===== src/rtl/alu_issue.sv =====
`default_nettype none
// ============================================================================
// Module   : alu_issue
// Purpose  : Execute-stage sequencer that issues one instruction at a time to
//            the integer/M ALU, holds its operands and writes back the result.
// Revision : 1.0 - initial release
// ============================================================================
module alu_issue #(
    parameter int TIMEOUT = 31,
    parameter int TW      = 5
) (
    input  logic        clk,
    input  logic        reset,
    input  logic        in_valid,
    output logic        in_ready,
    input  logic [6:0]  in_opcode,
    input  logic [2:0]  in_funct3,
    input  logic        in_modbit,
    input  logic [31:0] in_imm,
    input  logic [31:0] in_rs1_val,
    input  logic [31:0] in_rs2_val,
    input  logic [4:0]  in_rd_addr,
    input  logic        kill,
    output logic        alu_req,
    output logic [6:0]  alu_opcode,
    output logic [2:0]  alu_funct3,
    output logic        alu_modbit,
    output logic [31:0] alu_imm,
    output logic [31:0] alu_rs1,
    output logic [31:0] alu_rs2,
    input  logic [31:0] alu_rd,
    input  logic        alu_comp,
    output logic        wb_valid,
    output logic [4:0]  wb_addr,
    output logic [31:0] wb_data,
    output logic        illegal,
    output logic        err
);

    localparam logic [6:0] c_OP_IMM = 7'b0010011;
    localparam logic [6:0] c_OP_REG = 7'b0110011;

    localparam logic [2:0] c_IDLE  = 3'd0;
    localparam logic [2:0] c_ISSUE = 3'd1;
    localparam logic [2:0] c_WB    = 3'd2;
    localparam logic [2:0] c_ILL   = 3'd3;
    localparam logic [2:0] c_HALT  = 3'd4;

    localparam logic [TW-1:0] c_WD_LAST = TW'(TIMEOUT - 1);

    logic [2:0]    r_state;
    logic [2:0]    w_next;
    logic [TW-1:0] r_wdog;
    logic          r_killed;
    logic [6:0]    r_opcode;
    logic [2:0]    r_funct3;
    logic          r_modbit;
    logic [31:0]   r_imm;
    logic [31:0]   r_rs1;
    logic [31:0]   r_rs2;
    logic [4:0]    r_wb_addr;
    logic [31:0]   r_wb_data;
    logic          w_accept;
    logic          w_legal;
    logic          w_timeout;

    assign w_accept  = (r_state == c_IDLE) && in_valid;
    assign w_legal   = (in_opcode == c_OP_IMM) || (in_opcode == c_OP_REG);
    assign w_timeout = (r_wdog == c_WD_LAST);

    always_ff @(posedge clk) begin
        if (!reset) begin
            r_state <= c_IDLE;
        end else begin
            r_state <= w_next;
        end
    end

    // Leaving ISSUE on alu_comp guarantees alu_req drops the cycle after completion.
    always_comb begin
        w_next = r_state;
        case (r_state)
            c_IDLE: begin
                if (in_valid) begin
                    w_next = w_legal ? c_ISSUE : c_ILL;
                end
            end
            c_ISSUE: begin
                if (alu_comp) begin
                    w_next = c_WB;
                end else if (w_timeout) begin
                    w_next = c_HALT;
                end
            end
            c_WB:    w_next = c_IDLE;
            c_ILL:   w_next = c_IDLE;
            c_HALT:  w_next = c_HALT;
            default: w_next = c_IDLE;
        endcase
    end

    // Operand registers change only on accept, so they stay frozen while alu_req is high.
    always_ff @(posedge clk) begin
        if (!reset) begin
            r_wdog    <= '0;
            r_killed  <= 1'b0;
            r_opcode  <= '0;
            r_funct3  <= '0;
            r_modbit  <= 1'b0;
            r_imm     <= '0;
            r_rs1     <= '0;
            r_rs2     <= '0;
            r_wb_addr <= '0;
            r_wb_data <= '0;
        end else if (w_accept) begin
            r_wdog    <= '0;
            r_killed  <= 1'b0;
            r_opcode  <= in_opcode;
            r_funct3  <= in_funct3;
            r_modbit  <= in_modbit;
            r_imm     <= in_imm;
            r_rs1     <= in_rs1_val;
            r_rs2     <= in_rs2_val;
            r_wb_addr <= in_rd_addr;
        end else if (r_state == c_ISSUE) begin
            r_wdog <= r_wdog + 1'b1;
            if (kill) begin
                r_killed <= 1'b1;
            end
            if (alu_comp) begin
                r_wb_data <= alu_rd;
            end
        end
    end

    assign in_ready   = (r_state == c_IDLE);
    assign alu_req    = (r_state == c_ISSUE);
    assign wb_valid   = (r_state == c_WB) && !r_killed && (r_wb_addr != 5'd0);
    assign illegal    = (r_state == c_ILL);
    assign err        = (r_state == c_HALT);
    assign alu_opcode = r_opcode;
    assign alu_funct3 = r_funct3;
    assign alu_modbit = r_modbit;
    assign alu_imm    = r_imm;
    assign alu_rs1    = r_rs1;
    assign alu_rs2    = r_rs2;
    assign wb_addr    = r_wb_addr;
    assign wb_data    = r_wb_data;

endmodule
`default_nettype wire


===== config.mk =====
export PLATFORM = sky130hd
export DESIGN_NAME = alu_issue
export DESIGN_NICKNAME = d
export VERILOG_FILES = /design/src/rtl/alu_issue.sv
export SDC_FILE = /design/constraint.sdc
export NUM_CORES = 1
export LEC_CHECK = 0
export ABC_AREA = 1
export BUFFER_PORTS_ARGS = -buffer_cell sky130_fd_sc_hd__clkbuf_2
export CORE_MARGIN = 2
export CORE_UTILIZATION = 50
export DETAILED_ROUTE_END_ITERATION = 7
export GPL_TIMING_DRIVEN = 0
export HOLD_SLACK_MARGIN = 0.06
export PLACE_DENSITY_LB_ADDON = 0.05
export SLEW_MARGIN = 5
export SYNTH_ARGS = -nofsm -noshare
export SYNTH_HDL_FRONTEND = slang
export SYNTH_SLANG_ARGS = --single-unit

===== constraint.sdc =====
create_clock -name clk -period 2.2 [get_ports clk]
set_clock_uncertainty 0.05 [all_clocks]
set_input_delay 0.33 -clock clk [delete_from_list [all_inputs] [get_ports clk]]
set_output_delay 0.33 -clock clk [all_outputs]
set_load 0.005 [all_outputs]

### Word-level counts from Yosys, hierarchy flattened

Cells that the tools add are included.

| storage, ports and cells | value |
|---|---|
| output and inout bits | 149 |
| word-level logic and storage cells | 39 |
| bits of input ports | 149 |
| register bits | 153 |

| cells by class | value |
|---|---|
| equality and inequality tests | 9 |
| reduce and logical (&&, ||, !) cells | 11 |
| add/subtract/negate cells | 1 |
| mux-type cells | 5 |
| bitwise gates (word level) | 2 |

Operators by type and width:

| operator | count |
|---|---|
| 2-to-1 mux 3 bit | 3 |
| one-hot mux 3 bit (3 select lines) | 1 |
| equality test 7 x 5 -> 1 bit (second input constant) | 1 |
| equality test 7 x 6 -> 1 bit (second input constant) | 1 |
| equality test 3 x 2 -> 1 bit (second input constant) | 2 |
| adder 5 x 1 -> 5 bit (second input constant) | 1 |
| equality test 5 bit (second input constant) | 1 |
| nonzero test 5 bit | 1 |
| AND reduction 2 bit | 2 |
| equality test 3 x 1 -> 1 bit (second input constant) | 1 |
| equality test 3 bit (second input constant) | 1 |
| logical AND 1 bit | 3 |
| logical NOT 3 bit | 1 |
| inequality test 3 x 1 -> 1 bit (second input constant) | 1 |
| AND reduction 3 bit | 1 |
| 2-to-1 mux 2 bit | 1 |
| inequality test 2 bit (second input constant) | 1 |
| inverter 1 bit | 2 |
| OR reduction 2 bit | 1 |
| logical NOT 1 bit | 1 |
| logical OR 1 bit | 1 |

### Longest topological paths before layout

| depth | value |
|---|---|
| depth after elaboration | 5 |
| depth in mapped cells | 7 |
| gate-level depth less buffers | 6 |

### Worst setup path before layout

Ideal clock, no wire load.

| timing | value |
|---|---|
| kind | reg2reg |
| from | register r_state[2] |
| to | register r_wb_data[10], in the netlist wb_data[10] |
| cell stages (with the launch flop) | 8 |
| buffers on the path | 1 |
| slack | 0.935 ns |
| library setup time | 0.116 ns |
| clock period less this slack | 1.265 ns |
| arrival | 1.099 ns |
| required time | 2.034 ns |
| cells stage by stage | dfxtp_1 -> nor2_4 -> nand2_4 -> inv_2 -> nand2_1 -> buf_4 -> nor2_1 -> nor2_1 |

| between the ends | value |
|---|---|
| elaborated cells on any way between the ends | 5 |
| classes of those cells | eq/ne: 1; bitwise: 1; reduce/logical: 3 |

RTL lines:

| element | RTL line | source |
|---|---|---|
| start, declared | 51 | `logic [2:0] r_state;` |
| start signal, assigned | 73 | `r_state <= c_IDLE;` |
| start signal, assigned | 75 | `r_state <= w_next;` |
| equality test 3 x 1 -> 1 bit | n/a |  |
| named net alu_req | 24 | `output logic alu_req,` |
| AND reduction 3 bit (no source line) | n/a |  |
| end signal, assigned | 131 | `r_wb_data <= alu_rd;` |
| end, declared | 62 | `logic [31:0] r_wb_data;` |

The timed path passes the listed nets, and every way through them passes these cells.
A chain may end at the register's enable or synchronous reset.

### Worst setup path after layout

| timing | value |
|---|---|
| from | register r_state[2] |
| to | output port in_ready |

| between the ends | value |
|---|---|
| word-level cells in the longest chain between the ends | 1 |

Ends and longest elaborated chain:

| element | RTL line | source |
|---|---|---|
| logical NOT 3 bit | 136 | `assign in_ready = (r_state == c_IDLE);` |
| end, declared | 15 | `output logic in_ready,` |

Every way passes these cells.

==> summary.md <==
| Metric | Value |
|---|---|
| Vias per cell | 5.06 |
| Net Count, Synth | 866 |
| Largest net degree at the start of global routing | 17 |
| Ranking of synthesized cells by area | dfxtp_1 (50%), nand3_2 (8.3%), nand2_1 (8.1%) |
| Switching power | 0.00194 W |
| Longest Clk Path Bufs | 2 |
| Max-Cap Viols | 0 |
| Worst-margin pin slew | 551 ps |
| CP startpoint kind | flip-flop |
| Total wire length | 17200 µm |
| R2r setup slk | 720 ps |
| Seq cells post-synth | 153 |
| Die Footprint | 13200 µm² |
| Min-delay worst type | in2reg |
| Setup violators final | 0 |
| Fraction of layout cells with a size suffix above 1 | 45.9% |
| Arr. time, crit path | 1540 ps |
| Vias in the first global route | 5680 |
| H-tree depth | 4 |
| Reg2Reg Capture Point | wb_data[12] |
| DRC | 0 |
| Starting Density | 51.1% |
| Ys flop type | dfxtp_1 |
| Non-Filler Instances | 1190 |
| Initial antenna violation count | 0 |
| RSZ-0062 raised after global routing | false |
| Fmax | 521 MHz |
| Top cell type's share of synthesized area | 49.9% |
| Number of distinct library cells after synthesis | 27 |
| Status | completed |
| Post-synthesis async set-or-reset flop share | 0% |
| Placed standard-cell area | 7800 µm² |
| Post-CTS Hold Buffers | 0 |
| Worst Hold Depth | 3 |
| R2R cell count | 7 |
| Die Span X | 115 µm |
| Static Leak | 3.88 nW |
| Ant. Diodes | 0 |
| Ys Warns | 0 |
| Root Buffer | clkbuf_16 |
| TritonCTS Buffers | 17 |
| Comb pwr share | 15.9% |
| Area leader, netlist | dfxtp_1 |
| Min cycle time layout | 1920 ps |
| Gr usage total | 25.9% |
| Most frequent cell after synthesis | dfxtp_1 |
| ANT nets after route | 0 |
| Worst vdd ir | 704 µV |
| Post-route cell area | 8440 µm² |
| Area added between synthesis and finish | 37.5% |
| Switching share of power | 26.4% |
| Critical R2R Launch | r_state[2] |
| Routability cong. | 0.809 |
| Worst hold start | alu_rd[19] |
| Crit. End Element | output pin |
| Sequential cell area fraction in the yosys report | 49.9% |
| Final Hold Violating Endpoints | 0 |
| Pwr/cell area | 870 nW/µm² |
| Max-slew violation count | 0 |
| Drt initial violations | 303 |
| Mean Syn Cell Area | 8.59 µm² |
| Internal power | 0.00540 W |
| Core Region | 12000 µm² |
| PortBufs | 296 |
| Cts repair resizes | 0 |
| DRT Pass-1 Iters | 4 |
| Area of the multi-input gates | 2680 µm² |
| Synthesized cell area | 6140 µm² |
| Slew HR | 63.3% |
| Clock power frac | 42.3% |
| Fin util | 70.3% |
| Setup CP Type | reg2out |
| DP Wirelength | 12700 µm |
| Worst-path clk slew | 60 ps |
| FF/Latch Area | 3060 µm² |
| Routed WL per cell | 14.4 µm |
| Via count | 6017 |
| CTS tree | done |
| Rows | 40 |
| Hold EP | wb_data[19] |
| Total negative slack | 0 ps |
| Crit path max fanout | 10 |
| First-pass GRT wire length | 27000 µm |
| # Post-CTS Setup Buffers | 0 |
| Mapped Cells | 715 |
| Grt total ovfl | 0 |
| List of most frequent post-synthesis cells | dfxtp_1 (153), nand2_1 (132), a21oi_1 (70), nor2_1 (70), nand3_1 (68) |
| Clk sinks | 153 |
| Number of enable flip-flop cells after synthesis | 0 |
| CP required | 1820 ps |
| Placed Cells | 1158 |
| Final period util | 87.2% |
| Flop pwr share | 41.8% |
| Fillers | 1065 |
| Clk_lat worst skew | 420 ps |
| I/O pin count | 298 |
| Die height | 115 µm |
| Final nets | 1181 |
[sequential cells by signal, summed over array words and instances (netlist names), 3 cells and up]
signal and flops:
r_wdog 5, wb_data 32, alu_opcode 7, r_state 3, alu_imm 32, alu_funct3 3
wb_addr 5, alu_rs2 32, alu_rs1 32
[worst max-delay path, cell delays in order, from the launching register on]
cell and delay (ps):
dfxtp_1 370, nor2_4 200, nand2_2 70, inv_2 120, buf_2 230, clkbuf_2 140
[cell type report]
| class | instances | share of cell area [%] |
|---|---|---|
| flip-flops and latches | 153 | 36.3 |
| multi-input cells | 489 | 31.7 |
| repair buffers | 296 | 17.5 |
| clock buffers | 18 | 5.20 |
| plain buffers | 58 | 4.06 |
| clock inverters | 14 | 2.36 |
| well taps | 147 | 2.18 |
| inverters | 15 | 0.667 |
[worst max-delay path by stage]
stage          startpoint          end  slack (ps)  depth (start not counted)
6_report       r_state[2]     in_ready         280                          5
5_1_grt        r_state[2]     in_ready         190                          5
4_1_cts        r_state[2]     in_ready         270                          5
3_5_place_dp        reset   alu_rs1[1]         440                          5
3_3_place_gp        reset   alu_rs1[0]         430                          5
2_1_floorplan  r_state[2]  wb_data[10]         930                          7
[power by group through the flow]
| stage | sequential [W] | combinational, W | clock [W] |
|---|---|---|---|
| after detailed placement | 0.00313 | 0.00117 | 0 |
| after CTS | 0.00307 | 0.00118 | 0.00314 |
| after global placement | 0.00312 | 0.00117 | 0 |
| after floorplan | 0.00314 | 0.000662 | 0 |
| final | 0.00307 | 0.00117 | 0.00310 |
| after global routing | 0.00309 | 0.00130 | 0.00326 |
[per-stage QoR]
stage,setup slack [ps],hold WS (ps),total power [W]
after floorplan,935,386,0.00380
after global routing,189,75.9,0.00765
final,282,84.0,0.00735
after CTS,266,70.5,0.00739
after detailed placement,436,405,0.00430
after global placement,431,401,0.00429
[placed cells by master, fill, tap and decap left out, drive strengths merged]
cell / n
a21oi: 120
buf: 42
bufinv: 4
clkbuf: 330
clkinv: 4
clkinvlp: 7
dfxtp: 153
ha: 2
inv: 14
nand2: 134
nand3: 119
nand3b: 1
nand4: 2
nor2: 72
nor3: 3
o21ai: 34
or2: 1
xor2: 1
[cells by family (layout without fill, tap and decap cells)]
group,after synthesis,in the layout,share of synthesized area (%)
AOI/OAI and AO/OA,154,154,15.6
xor gates and xnor gates,1,1,0.143
adders and majority gates,2,2,0.408
buffers and inverters,73,401,6.50
DFF,153,153,49.9
and+or+nand+nor,332,332,27.5
[per-layer routing]
metal	up-vias	track usage, %	part of all wire (%)
met3	38	8.70	7.8
met1	2729	30.8	42
met2	217	42.6	47
li1	3033	-	-
met5	-	0	0
met4	0	11.9	3.3
Power figures use the tool's default switching activity.
